### src/rtl/vga_pkg.sv
// Shared definitions for the VGA pattern generator family: mode encodings,
// colour-bar lookup and frame geometry helper.
package vga_pkg;

    localparam logic [1:0] MODE_DIAMOND_SHR = 2'd0;
    localparam logic [1:0] MODE_DIAMOND_SHL = 2'd1;
    localparam logic [1:0] MODE_BARS        = 2'd2;
    localparam logic [1:0] MODE_GRID        = 2'd3;

    // {r,g,b} on/off per bar; index 0 is the leftmost bar
    localparam logic [0:7][2:0] BAR_RGB = {
        3'b111, 3'b110, 3'b011, 3'b010, 3'b101, 3'b100, 3'b001, 3'b000
    };

    function automatic int frame_total(input int active, input int fp,
                                       input int sync, input int bp);
        return active + fp + sync + bp;
    endfunction

endpackage

### src/rtl/vga_timing.sv
// Raster counters with active/sync decode and end-of-frame strobe.
// Outputs are combinational from the registered h/v state.
module vga_timing
    import vga_pkg::*;
#(
    parameter int H_ACTIVE = 640,
    parameter int H_FP     = 16,
    parameter int H_SYNC   = 96,
    parameter int H_BP     = 48,
    parameter int V_ACTIVE = 480,
    parameter int V_FP     = 10,
    parameter int V_SYNC   = 2,
    parameter int V_BP     = 33
) (
    input  logic        clock,
    input  logic        reset,
    output logic [10:0] h,
    output logic [9:0]  v,
    output logic        active,
    output logic        hs,
    output logic        vs,
    output logic        eof
);

    localparam int H_TOTAL = frame_total(H_ACTIVE, H_FP, H_SYNC, H_BP);
    localparam int V_TOTAL = frame_total(V_ACTIVE, V_FP, V_SYNC, V_BP);
    localparam logic [10:0] H_LAST = 11'(H_TOTAL - 1);
    localparam logic [9:0]  V_LAST = 10'(V_TOTAL - 1);

    logic h_wrap;
    assign h_wrap = (h == H_LAST);

    always_ff @(posedge clock) begin
        if (reset) begin
            h <= '0;
            v <= '0;
        end else begin
            h <= h_wrap ? 11'd0 : h + 11'd1;
            if (h_wrap)
                v <= (v == V_LAST) ? 10'd0 : v + 10'd1;
        end
    end

    assign active = (h < 11'(H_ACTIVE)) && (v < 10'(V_ACTIVE));
    assign hs     = (h >= 11'(H_ACTIVE + H_FP)) && (h < 11'(H_ACTIVE + H_FP + H_SYNC));
    // vs spans whole lines because v only moves on the h wrap
    assign vs     = (v >= 10'(V_ACTIVE + V_FP)) && (v < 10'(V_ACTIVE + V_FP + V_SYNC));
    assign eof    = h_wrap && (v == V_LAST);

endmodule

### src/rtl/vga_pattern_gen.sv
// VGA test-pattern generator: raster timing, debounced mode button and four
// patterns; all outputs registered one clock after the h/v state.
module vga_pattern_gen
    import vga_pkg::*;
#(
    parameter int H_ACTIVE        = 640,
    parameter int H_FP            = 16,
    parameter int H_SYNC          = 96,
    parameter int H_BP            = 48,
    parameter int V_ACTIVE        = 480,
    parameter int V_FP            = 10,
    parameter int V_SYNC          = 2,
    parameter int V_BP            = 33,
    parameter bit SYNC_POL        = 1'b0,
    parameter int COLOR_BITS      = 1,
    parameter int CX              = 320,
    parameter int CY              = 240,
    parameter int DEBOUNCE_CYCLES = 65536
) (
    input  logic                  clock,
    input  logic                  reset,
    input  logic                  button,
    output logic                  hsync,
    output logic                  vsync,
    output logic                  de,
    output logic [COLOR_BITS-1:0] r,
    output logic [COLOR_BITS-1:0] g,
    output logic [COLOR_BITS-1:0] b,
    output logic [10:0]           x,
    output logic [9:0]            y,
    output logic [11:0]           frame,
    output logic [1:0]            mode
);

    localparam int DB_W = $clog2(DEBOUNCE_CYCLES + 1);

    logic [10:0] h;
    logic [9:0]  v;
    logic        active, hs, vs, eof;

    vga_timing #(
        .H_ACTIVE(H_ACTIVE), .H_FP(H_FP), .H_SYNC(H_SYNC), .H_BP(H_BP),
        .V_ACTIVE(V_ACTIVE), .V_FP(V_FP), .V_SYNC(V_SYNC), .V_BP(V_BP)
    ) u_timing (
        .clock (clock),
        .reset (reset),
        .h     (h),
        .v     (v),
        .active(active),
        .hs    (hs),
        .vs    (vs),
        .eof   (eof)
    );

    logic            btn_meta, btn_sync, btn_db, btn_db_q;
    logic [DB_W-1:0] db_cnt;
    logic [1:0]      pending, mode_cur;
    logic [11:0]     frame_cnt;

    // Debounced level flips only after DEBOUNCE_CYCLES consecutive differing samples.
    // A press landing on the eof edge bumps pending after mode has already sampled it.
    always_ff @(posedge clock) begin
        if (reset) begin
            btn_meta  <= 1'b0;
            btn_sync  <= 1'b0;
            btn_db    <= 1'b0;
            btn_db_q  <= 1'b0;
            db_cnt    <= '0;
            pending   <= MODE_DIAMOND_SHR;
            mode_cur  <= MODE_DIAMOND_SHR;
            frame_cnt <= '0;
        end else begin
            btn_meta <= button;
            btn_sync <= btn_meta;
            if (btn_sync == btn_db) begin
                db_cnt <= '0;
            end else if (db_cnt == DB_W'(DEBOUNCE_CYCLES - 1)) begin
                btn_db <= btn_sync;
                db_cnt <= '0;
            end else begin
                db_cnt <= db_cnt + DB_W'(1);
            end
            btn_db_q <= btn_db;
            if (btn_db && !btn_db_q)
                pending <= pending + 2'd1;
            if (eof) begin
                frame_cnt <= frame_cnt + 12'd1;
                mode_cur  <= pending;
            end
        end
    end

    logic [11:0]           hx, vx, dx, dy, dm;
    logic [15:0]           d_base, d;
    logic [3:0]            sh_r, sh_g, sh_b;
    logic [2:0]            bar, bar_rgb;
    logic                  grid;
    logic [COLOR_BITS-1:0] r_nx, g_nx, b_nx;

    always_comb begin
        hx = {1'b0, h};
        vx = {2'b00, v};
        dx = (hx >= 12'(CX)) ? hx - 12'(CX) : 12'(CX) - hx;
        dy = (vx >= 12'(CY)) ? vx - 12'(CY) : 12'(CY) - vx;
        dm = dx + dy;
        if (mode_cur == MODE_DIAMOND_SHR)
            d_base = 16'(dm >> dm[4:3]);
        else
            d_base = {4'b0000, dm} << dm[6:5];
        d = d_base - {4'b0000, frame_cnt};
        // Frame bits 8..10 slowly slide the channel windows up one bit
        sh_r = 4'd7 + 4'(frame_cnt[8]);
        sh_g = 4'd6 + 4'(frame_cnt[9]);
        sh_b = 4'd5 + 4'(frame_cnt[10]);

        // bar = floor(h*8/H_ACTIVE) by comparing h*8 against k*H_ACTIVE
        bar = 3'd0;
        for (int k = 1; k < 8; k++)
            if ({h, 3'b000} >= 14'(k * H_ACTIVE))
                bar = 3'(k);
        bar_rgb = BAR_RGB[bar];
        grid    = (h[4:0] == 5'd0) || (v[4:0] == 5'd0);

        r_nx = '0;
        g_nx = '0;
        b_nx = '0;
        case (mode_cur)
            MODE_DIAMOND_SHR, MODE_DIAMOND_SHL: begin
                r_nx = COLOR_BITS'(d >> sh_r);
                g_nx = COLOR_BITS'(d >> sh_g);
                b_nx = COLOR_BITS'(d >> sh_b);
            end
            MODE_BARS: begin
                r_nx = {COLOR_BITS{bar_rgb[2]}};
                g_nx = {COLOR_BITS{bar_rgb[1]}};
                b_nx = {COLOR_BITS{bar_rgb[0]}};
            end
            MODE_GRID: begin
                r_nx = {COLOR_BITS{grid}};
                g_nx = {COLOR_BITS{grid}};
                b_nx = {COLOR_BITS{grid}};
            end
        endcase
        if (!active) begin
            r_nx = '0;
            g_nx = '0;
            b_nx = '0;
        end
    end

    // frame/mode are delayed with the pixel so they change on pixel (0,0)
    always_ff @(posedge clock) begin
        if (reset) begin
            hsync <= ~SYNC_POL;
            vsync <= ~SYNC_POL;
            de    <= 1'b0;
            r     <= '0;
            g     <= '0;
            b     <= '0;
            x     <= '0;
            y     <= '0;
            frame <= '0;
            mode  <= MODE_DIAMOND_SHR;
        end else begin
            hsync <= hs ? SYNC_POL : ~SYNC_POL;
            vsync <= vs ? SYNC_POL : ~SYNC_POL;
            de    <= active;
            r     <= r_nx;
            g     <= g_nx;
            b     <= b_nx;
            x     <= h;
            y     <= v;
            frame <= frame_cnt;
            mode  <= mode_cur;
        end
    end

endmodule

### config.mk
export PLATFORM = sky130hd
export DESIGN_NAME = vga_pattern_gen
export DESIGN_NICKNAME = d
export VERILOG_FILES = /design/src/rtl/vga_pkg.sv /design/src/rtl/vga_timing.sv /design/src/rtl/vga_pattern_gen.sv
export SDC_FILE = /design/constraint.sdc
export NUM_CORES = 1
export LEC_CHECK = 0
export BUFFER_PORTS_ARGS = -buffer_cell sky130_fd_sc_hd__buf_2
export CORE_AREA = 5 5 106 108
export CTS_CLUSTER_DIAMETER = 200
export DETAILED_ROUTE_END_ITERATION = 16
export DIE_AREA = 0 0 111 113
export GPL_TIMING_DRIVEN = 0
export PLACE_DENSITY = 0.87
export RECOVER_POWER = 50
export SYNTH_ARGS = -nofsm -noshare
export SYNTH_HDL_FRONTEND = slang
export SYNTH_SLANG_ARGS = --single-unit
### constraint.sdc
create_clock -name clock -period 7.4 [get_ports clock]
set_input_delay 0.74 -clock clock [delete_from_list [all_inputs] [get_ports clock]]
set_output_delay 0.74 -clock clock [all_outputs]
set_load 0.05 [all_outputs]
; ---- Yosys cells after proc, flatten, opt, wreduce, memory -nomap -nowiden
; Memories as Yosys holds them, arrays and structs flattened.
; Cells that the tools add are included.
; Widths: inputs -> output; s select.
[totals]
ff_bits = 99
latch_bits = 0
ram_bits = 0
rom_bits = 24
input_bits = 3
out_inout_bits = 41
n_memories = 1
[memory_table]
columns = memory, words, width, rd, rd_ports_with_merged_regs, wr, line_no
row1 = (name not given), 8, 3, 1, 0, 0, vga_pattern_gen.sv:121  ; bar_rgb = BAR_RGB[bar];
[op_classes]
addsub = 14
n_mul = 0
div = 0
n_lt_le_gt_ge = 16
n_eq_ne = 7
shifts = 5
n_mux = 18
n_bitwise = 3
reduce_logical = 15
[ops]
columns = operator, count
row1 = $shr 16x4->1, 3
row2 = $ge 14x12->1 const B, 3
row3 = $ge 14x11->1 const B, 2
row4 = $mux 12, 2
row5 = $mux 3, 8
row6 = $lt 11x10->1 const B, 2
row7 = $lt 10x9->1 const B, 2
row8 = $add 17x1->17 const B, 1
row9 = $eq 17x16->1 const B, 1
row10 = $mux 16, 1
row11 = $shl 12x2->16, 1
row12 = $shr 12x2->16, 1
row13 = $sub 16x12->16, 1
row14 = $ge 14x10->1 const B, 1
row15 = $ge 14x13->1 const B, 1
row16 = $add 12x1->12 const B, 1
row17 = $add 12x12->12, 1
row18 = $add 3x1->4 const A, 3
row19 = $sub 11x9->12 const B, 1
row20 = $sub 9x11->12 const A, 1
row21 = $add 11x1->11 const B, 1
row22 = $eq 11x10->1 const B, 1
row23 = $ge 11x10->1 const B, 1
row24 = $ge 11x9->1 const B, 1
row25 = 24 further kinds, 37

; ---- Depth between registers and ports, before layout
[logic_depth]
ltp_word = 13
mapped_depth = 26

; ---- Hierarchy
; Synthesis repeated with hierarchy kept, for this count alone.
[unflattened]
hier_cells = 695
hier_area_um2 = 5791.8
[modules_own_cells]
columns = module, instances, cells_each, area_per_inst_um2, seq_area_each_um2
row1 = vga_pattern_gen, 1, 574, 4713.3, 1561.5
row2 = vga_timing, 1, 121, 1078.5, 420.4

; ---- Least setup slack after synthesis
; No wires, ideal clock.
[synth_timing]
kind = reg2reg
from = register u_timing.h[6]
to = register r
arrival_ps = 5325
t_required_ps = 7304
path_slack_ps = 1979
path_stages_with_launch = 26
period_less_slack_ps = 5421
cell_sequence = dfxtp_1 -> clkbuf_1 -> inv_1 -> ha_1 -> inv_1 -> a221oi_4 -> clkbuf_1 -> o31ai_1 -> xnor2_1 -> ha_1 -> buf_6 -> a21o_1 -> a21oi_1 -> a21boi_1 -> nor2_1 -> clkbuf_1 -> nor3_1 -> a211oi_1 -> a21oi_1 -> ha_1 -> clkbuf_1 -> or4b_2 -> a21o_2 -> o2111ai_1 -> a311oi_1 -> o41ai_2
[synth_via]
elab_chain_len = 13
word_cells_on_any_way = 33
classes_between = add/sub: 4 / order compare: 9 / shift: 3 / mux: 12 / bitwise: 2 / reduce/logical: 2 / memory: 1
[synth_lines]
columns = element, line_no
row1 = "start, declared", vga_timing.sv:17  ; output logic [10:0] h,
row2 = "start signal, assigned", vga_timing.sv:38  ; h <= h_wrap ? 11'd0 : h + 11'd1;
row3 = branches (longest 13 deep; another with $sub 16x12->16), n/a
row4 = "end signal, assigned", vga_pattern_gen.sv:168  ; r <= r_nx;
row5 = "end, declared", vga_pattern_gen.sv:26  ; output logic [COLOR_BITS-1:0] r,
; Several ways; the timed one is not identified. The select of a mux whose other input is x is not followed.
; A chain may end at the register's enable or synchronous reset.

; ---- Worst setup path after layout
; Ends and elaborated chain as after synthesis.

==> flow_results.xml <==
<?xml version="1.0" encoding="UTF-8"?>
<metrics>
  <group name="run_status">
    <metric name="status" unit="">complete, no violations</metric>
  </group>
  <group name="yosys">
    <metric name="async_reset_ff_share" unit="%">0</metric>
    <metric name="synth_area_leaders" unit="">dfxtp_1 33%, ha_1 7.5%, nor2_1 6.8%, xnor2_1 6.2%, xor2_1 3.7%</metric>
    <metric name="yosysWarningCount" unit="">0</metric>
    <metric name="yosys.cell_count.top_type" unit="">nor2_1</metric>
    <metric name="synth_sequential_area_ratio" unit="%">33.1</metric>
    <metric name="mapped_cell_area" unit="µm²">5980</metric>
    <metric name="yosysUniqueCellTypes" unit="">74</metric>
    <metric name="synthesized_flop_and_latch_total" unit="">99</metric>
    <metric name="netlist_instances" unit="">708</metric>
    <metric name="synthesized_area_per_cell" unit="µm²">8.45</metric>
    <metric name="synth_ff_type" unit="">dfxtp_1</metric>
    <metric name="synth_top_area_share" unit="%">33.1</metric>
    <metric name="post_synth_net_total" unit="">748</metric>
    <metric name="synth-edff-count" unit="">0</metric>
    <metric name="yosys.area.top_type" unit="">dfxtp_1</metric>
    <metric name="yosys-top-cells-count" unit="">108 x nor2_1, 99 x dfxtp_1, 42 x xnor2_1</metric>
  </group>
  <group name="sta">
    <metric name="relSlewSlack" unit="%">36.7</metric>
    <metric name="setup_repair_after_global_routing_missed_its_margin" unit="">no</metric>
    <metric name="layout_min_cycle_time" unit="ns">6.40</metric>
    <metric name="slew_viols_final" unit="">0</metric>
    <metric name="setup_tns" unit="ns">0</metric>
    <metric name="post-route-period-util" unit="%">86.5</metric>
    <metric name="worst_slew_pin_slew" unit="ns">0.942</metric>
    <metric name="finalSetupViolCount" unit="">0</metric>
    <metric name="fin_skew" unit="ns">0.0163</metric>
    <metric name="hold_slack" unit="ns">0.449</metric>
    <metric name="max_freq" unit="MHz">156</metric>
    <metric name="timing_hold_violations_final" unit="">0</metric>
  </group>
  <group name="worst_setup_path">
    <metric name="worst_r2r_path_depth" unit="">25</metric>
    <metric name="slowest_stage" unit="">or4b_2</metric>
    <metric name="critPathTopFamily" unit="">compound AO/OA/AOI/OAI gates</metric>
    <metric name="timing.critical_path.depth" unit="">25</metric>
    <metric name="critPathMaxStageDelay" unit="ns">0.62</metric>
    <metric name="worst-r2r-setup-slack" unit="ns">1.0</metric>
    <metric name="worst_ep_arrival_time" unit="ns">6.68</metric>
    <metric name="ws_path_type" unit="">flop to flop</metric>
    <metric name="worst-endpoint-required" unit="ns">7.68</metric>
    <metric name="critical_path.most_common_cell" unit="">clkbuf_1</metric>
    <metric name="crit-reg2reg-capture" unit="">r$_SDFF_PP0_</metric>
    <metric name="critPathCaptureType" unit="">flop</metric>
    <metric name="path_max_fanout" unit="">10</metric>
    <metric name="worst_reg2reg_startpoint" unit="">u_timing.h[6]$_SDFF_PP0_</metric>
    <metric name="worstPathBufferInverterCount" unit="">7</metric>
    <metric name="critPathLaunchType" unit="">flop</metric>
  </group>
  <group name="power_and_ir_drop">
    <metric name="max-vdd-ir-drop" unit="V">0.000139</metric>
    <metric name="powerDensity" unit="nW/µm²">197</metric>
    <metric name="leakage" unit="nW">2.49</metric>
  </group>
  <group name="placement">
    <metric name="cell_area_after_placement" unit="µm²">6360</metric>
    <metric name="place.detailed.instances" unit="">886</metric>
    <metric name="port_buffers" unit="">42</metric>
    <metric name="hpwl" unit="mm">10.7</metric>
    <metric name="gp_routability_congestion" unit="">0.986</metric>
  </group>
  <group name="cts">
    <metric name="tritoncts_clock_tree" unit="">yes</metric>
    <metric name="cts_resized" unit="">0</metric>
    <metric name="cts_num_sinks" unit="">99</metric>
    <metric name="cts-root-buf" unit="">clkbuf_8</metric>
    <metric name="worst_skew_pair.late_latency" unit="ns">0.38</metric>
    <metric name="cts_buffer_depth" unit="">2</metric>
    <metric name="ctsHtreeMaxLevel" unit="">3</metric>
    <metric name="cts-buffers-inserted" unit="">9</metric>
    <metric name="cts_hold_repair.buffers" unit="">0</metric>
    <metric name="post_cts.repair.setup_buffers" unit="">0</metric>
    <metric name="cts.clk_slew.worst_paths" unit="ns">0.11</metric>
  </group>
  <group name="detailed_routing">
    <metric name="detailedRoute.firstPassIterationCount" unit="">5</metric>
    <metric name="vias" unit="">5344</metric>
    <metric name="wirelength" unit="mm">14.4</metric>
    <metric name="avgViaCountPerCell" unit="">5.92</metric>
    <metric name="antenna_violating_nets_post_route" unit="">0</metric>
    <metric name="wl_per_cell" unit="µm">16.0</metric>
    <metric name="drc" unit="">0</metric>
    <metric name="detail_route.iter0.violations" unit="">340</metric>
  </group>
  <group name="grt">
    <metric name="groute.usage.overall" unit="%">22.6</metric>
    <metric name="grt_pass1_vias" unit="">5225</metric>
    <metric name="initial_antenna_violation_count" unit="">0</metric>
    <metric name="grt_start_max_net_pins" unit="">21</metric>
    <metric name="overflow" unit="">0</metric>
    <metric name="grt_first_pass_wirelength" unit="mm">23.9</metric>
  </group>
  <group name="cells_and_area">
    <metric name="num_antenna_cells" unit="">0</metric>
    <metric name="final_instance_area" unit="µm²">6540</metric>
    <metric name="number_of_nets_in_the_finished_design" unit="">801</metric>
    <metric name="instances_no_fill" unit="">902</metric>
    <metric name="nFillCells" unit="">848</metric>
    <metric name="post_route_cells_drive_above_1_share" unit="%">8.62</metric>
    <metric name="area_growth_syn_to_layout" unit="%">9.29</metric>
  </group>
  <group name="die">
    <metric name="die_y" unit="µm">113</metric>
    <metric name="die_x" unit="µm">111</metric>
    <metric name="floorplan.rows" unit="">37</metric>
    <metric name="ioPinCount" unit="">44</metric>
    <metric name="design.core.area" unit="µm²">10100</metric>
    <metric name="floorplan.initialDensity" unit="%">59.0</metric>
    <metric name="floorplan.die_area" unit="µm²">12500</metric>
  </group>
  <group name="worst_hold_path">
    <metric name="endpoint_with_the_worst_hold_slack" unit="">btn_sync$_SDFF_PP0_</metric>
    <metric name="timing.hold.worst_path_depth" unit="">1</metric>
    <metric name="worstHoldPathType" unit="">flop to flop</metric>
    <metric name="min-delay-start" unit="">btn_meta$_SDFF_PP0_</metric>
  </group>
  <group name="run">
    <metric name="max_cap_violations" unit="">0</metric>
  </group>
</metrics>
-- cell usage in the layout (no fill, tap or decap), types with 10 or more instances in the layout --
cell type and count:
a21oi_1 25, nor2_1 108, nand4_1 15, clkbuf_8 12
nor3_1 19, o21ai_0 29, inv_1 31, a21o_1 10
ha_1 36, nand3_1 28, clkbuf_1 70, xor2_1 25
nor2b_1 23, dfxtp_1 99, nand2_1 40, mux2i_1 15
xnor2_1 42
-- report_power, final --
group          switching [W]  total [W]  internal (W)
Clock               0.000214   0.000382      0.000168
Sequential        0.00000409   0.000547      0.000543
Combinational       0.000226   0.000360      0.000133
-- state kept, by name (all words and copies together), names as in the netlist, 2 cells and up --
register    count
frame_cnt      12
u_timing.h     11
u_timing.v     10
db_cnt         17
mode            2
pending         2
y              10
mode_cur        2
x              11
frame          12
-- per-layer routing --
layer | routed length, µm | GRT usage, % | vias to the layer above
met5 | 0 | 0 | -
met4 | 494 | 10.0 | 0
met3 | 943 | 4.06 | 51
met2 | 6910 | 40.2 | 237
met1 | 6100 | 26.6 | 2509
li1 | - | - | 2547
-- worst max-delay path by stage --
stage	end	startpoint
3_3_place_gp	r$_SDFF_PP0_	u_timing.h[6]$_SDFF_PP0_
4_1_cts	r$_SDFF_PP0_	u_timing.h[6]$_SDFF_PP0_
6_report	r$_SDFF_PP0_	u_timing.h[6]$_SDFF_PP0_
2_1_floorplan	r$_SDFF_PP0_	u_timing.h[6]$_SDFF_PP0_
3_5_place_dp	r$_SDFF_PP0_	u_timing.h[6]$_SDFF_PP0_
5_1_grt	r$_SDFF_PP0_	u_timing.h[6]$_SDFF_PP0_
-- metrics by stage --
stage               total power [W]  setup WS (ns)  utilization (%)
global placement           0.000895           1.34             62.7
floorplan                  0.000844           1.98                -
finish                      0.00129          0.997             64.5
global route                0.00134          0.516             64.5
CTS                         0.00129           1.14             65.0
detailed placement         0.000911           1.22             62.7
-- cell type report --
type / instances / area [µm²] / share of cell area, %
multi-input cells: 530 / 3590 / 55.0
plain buffers: 48 / 288 / 4.40
flip-flops and latches: 99 / 1980 / 30.3
repair buffers: 42 / 159 / 2.43
clock buffers: 9 / 124 / 1.90
inverters: 31 / 116 / 1.78
well taps: 136 / 170 / 2.60
clock inverters: 7 / 103 / 1.57
-- cell families (layout without fill, tap and decap cells) --
logic type | count (synthesis) | count (layout) | share of synthesized area (%)
XOR/XNOR | 68 | 68 | 10.3
AO/OA/AOI/OAI | 124 | 124 | 15.4
AND/OR/NAND/NOR | 283 | 283 | 23.5
buffers and inverters | 79 | 137 | 6.76
multiplexers | 18 | 18 | 3.08
flip-flops | 99 | 99 | 33.1
adder cells (fa/ha/maj) | 37 | 37 | 7.87
Note: power is estimated with default switching activity, not from simulation.
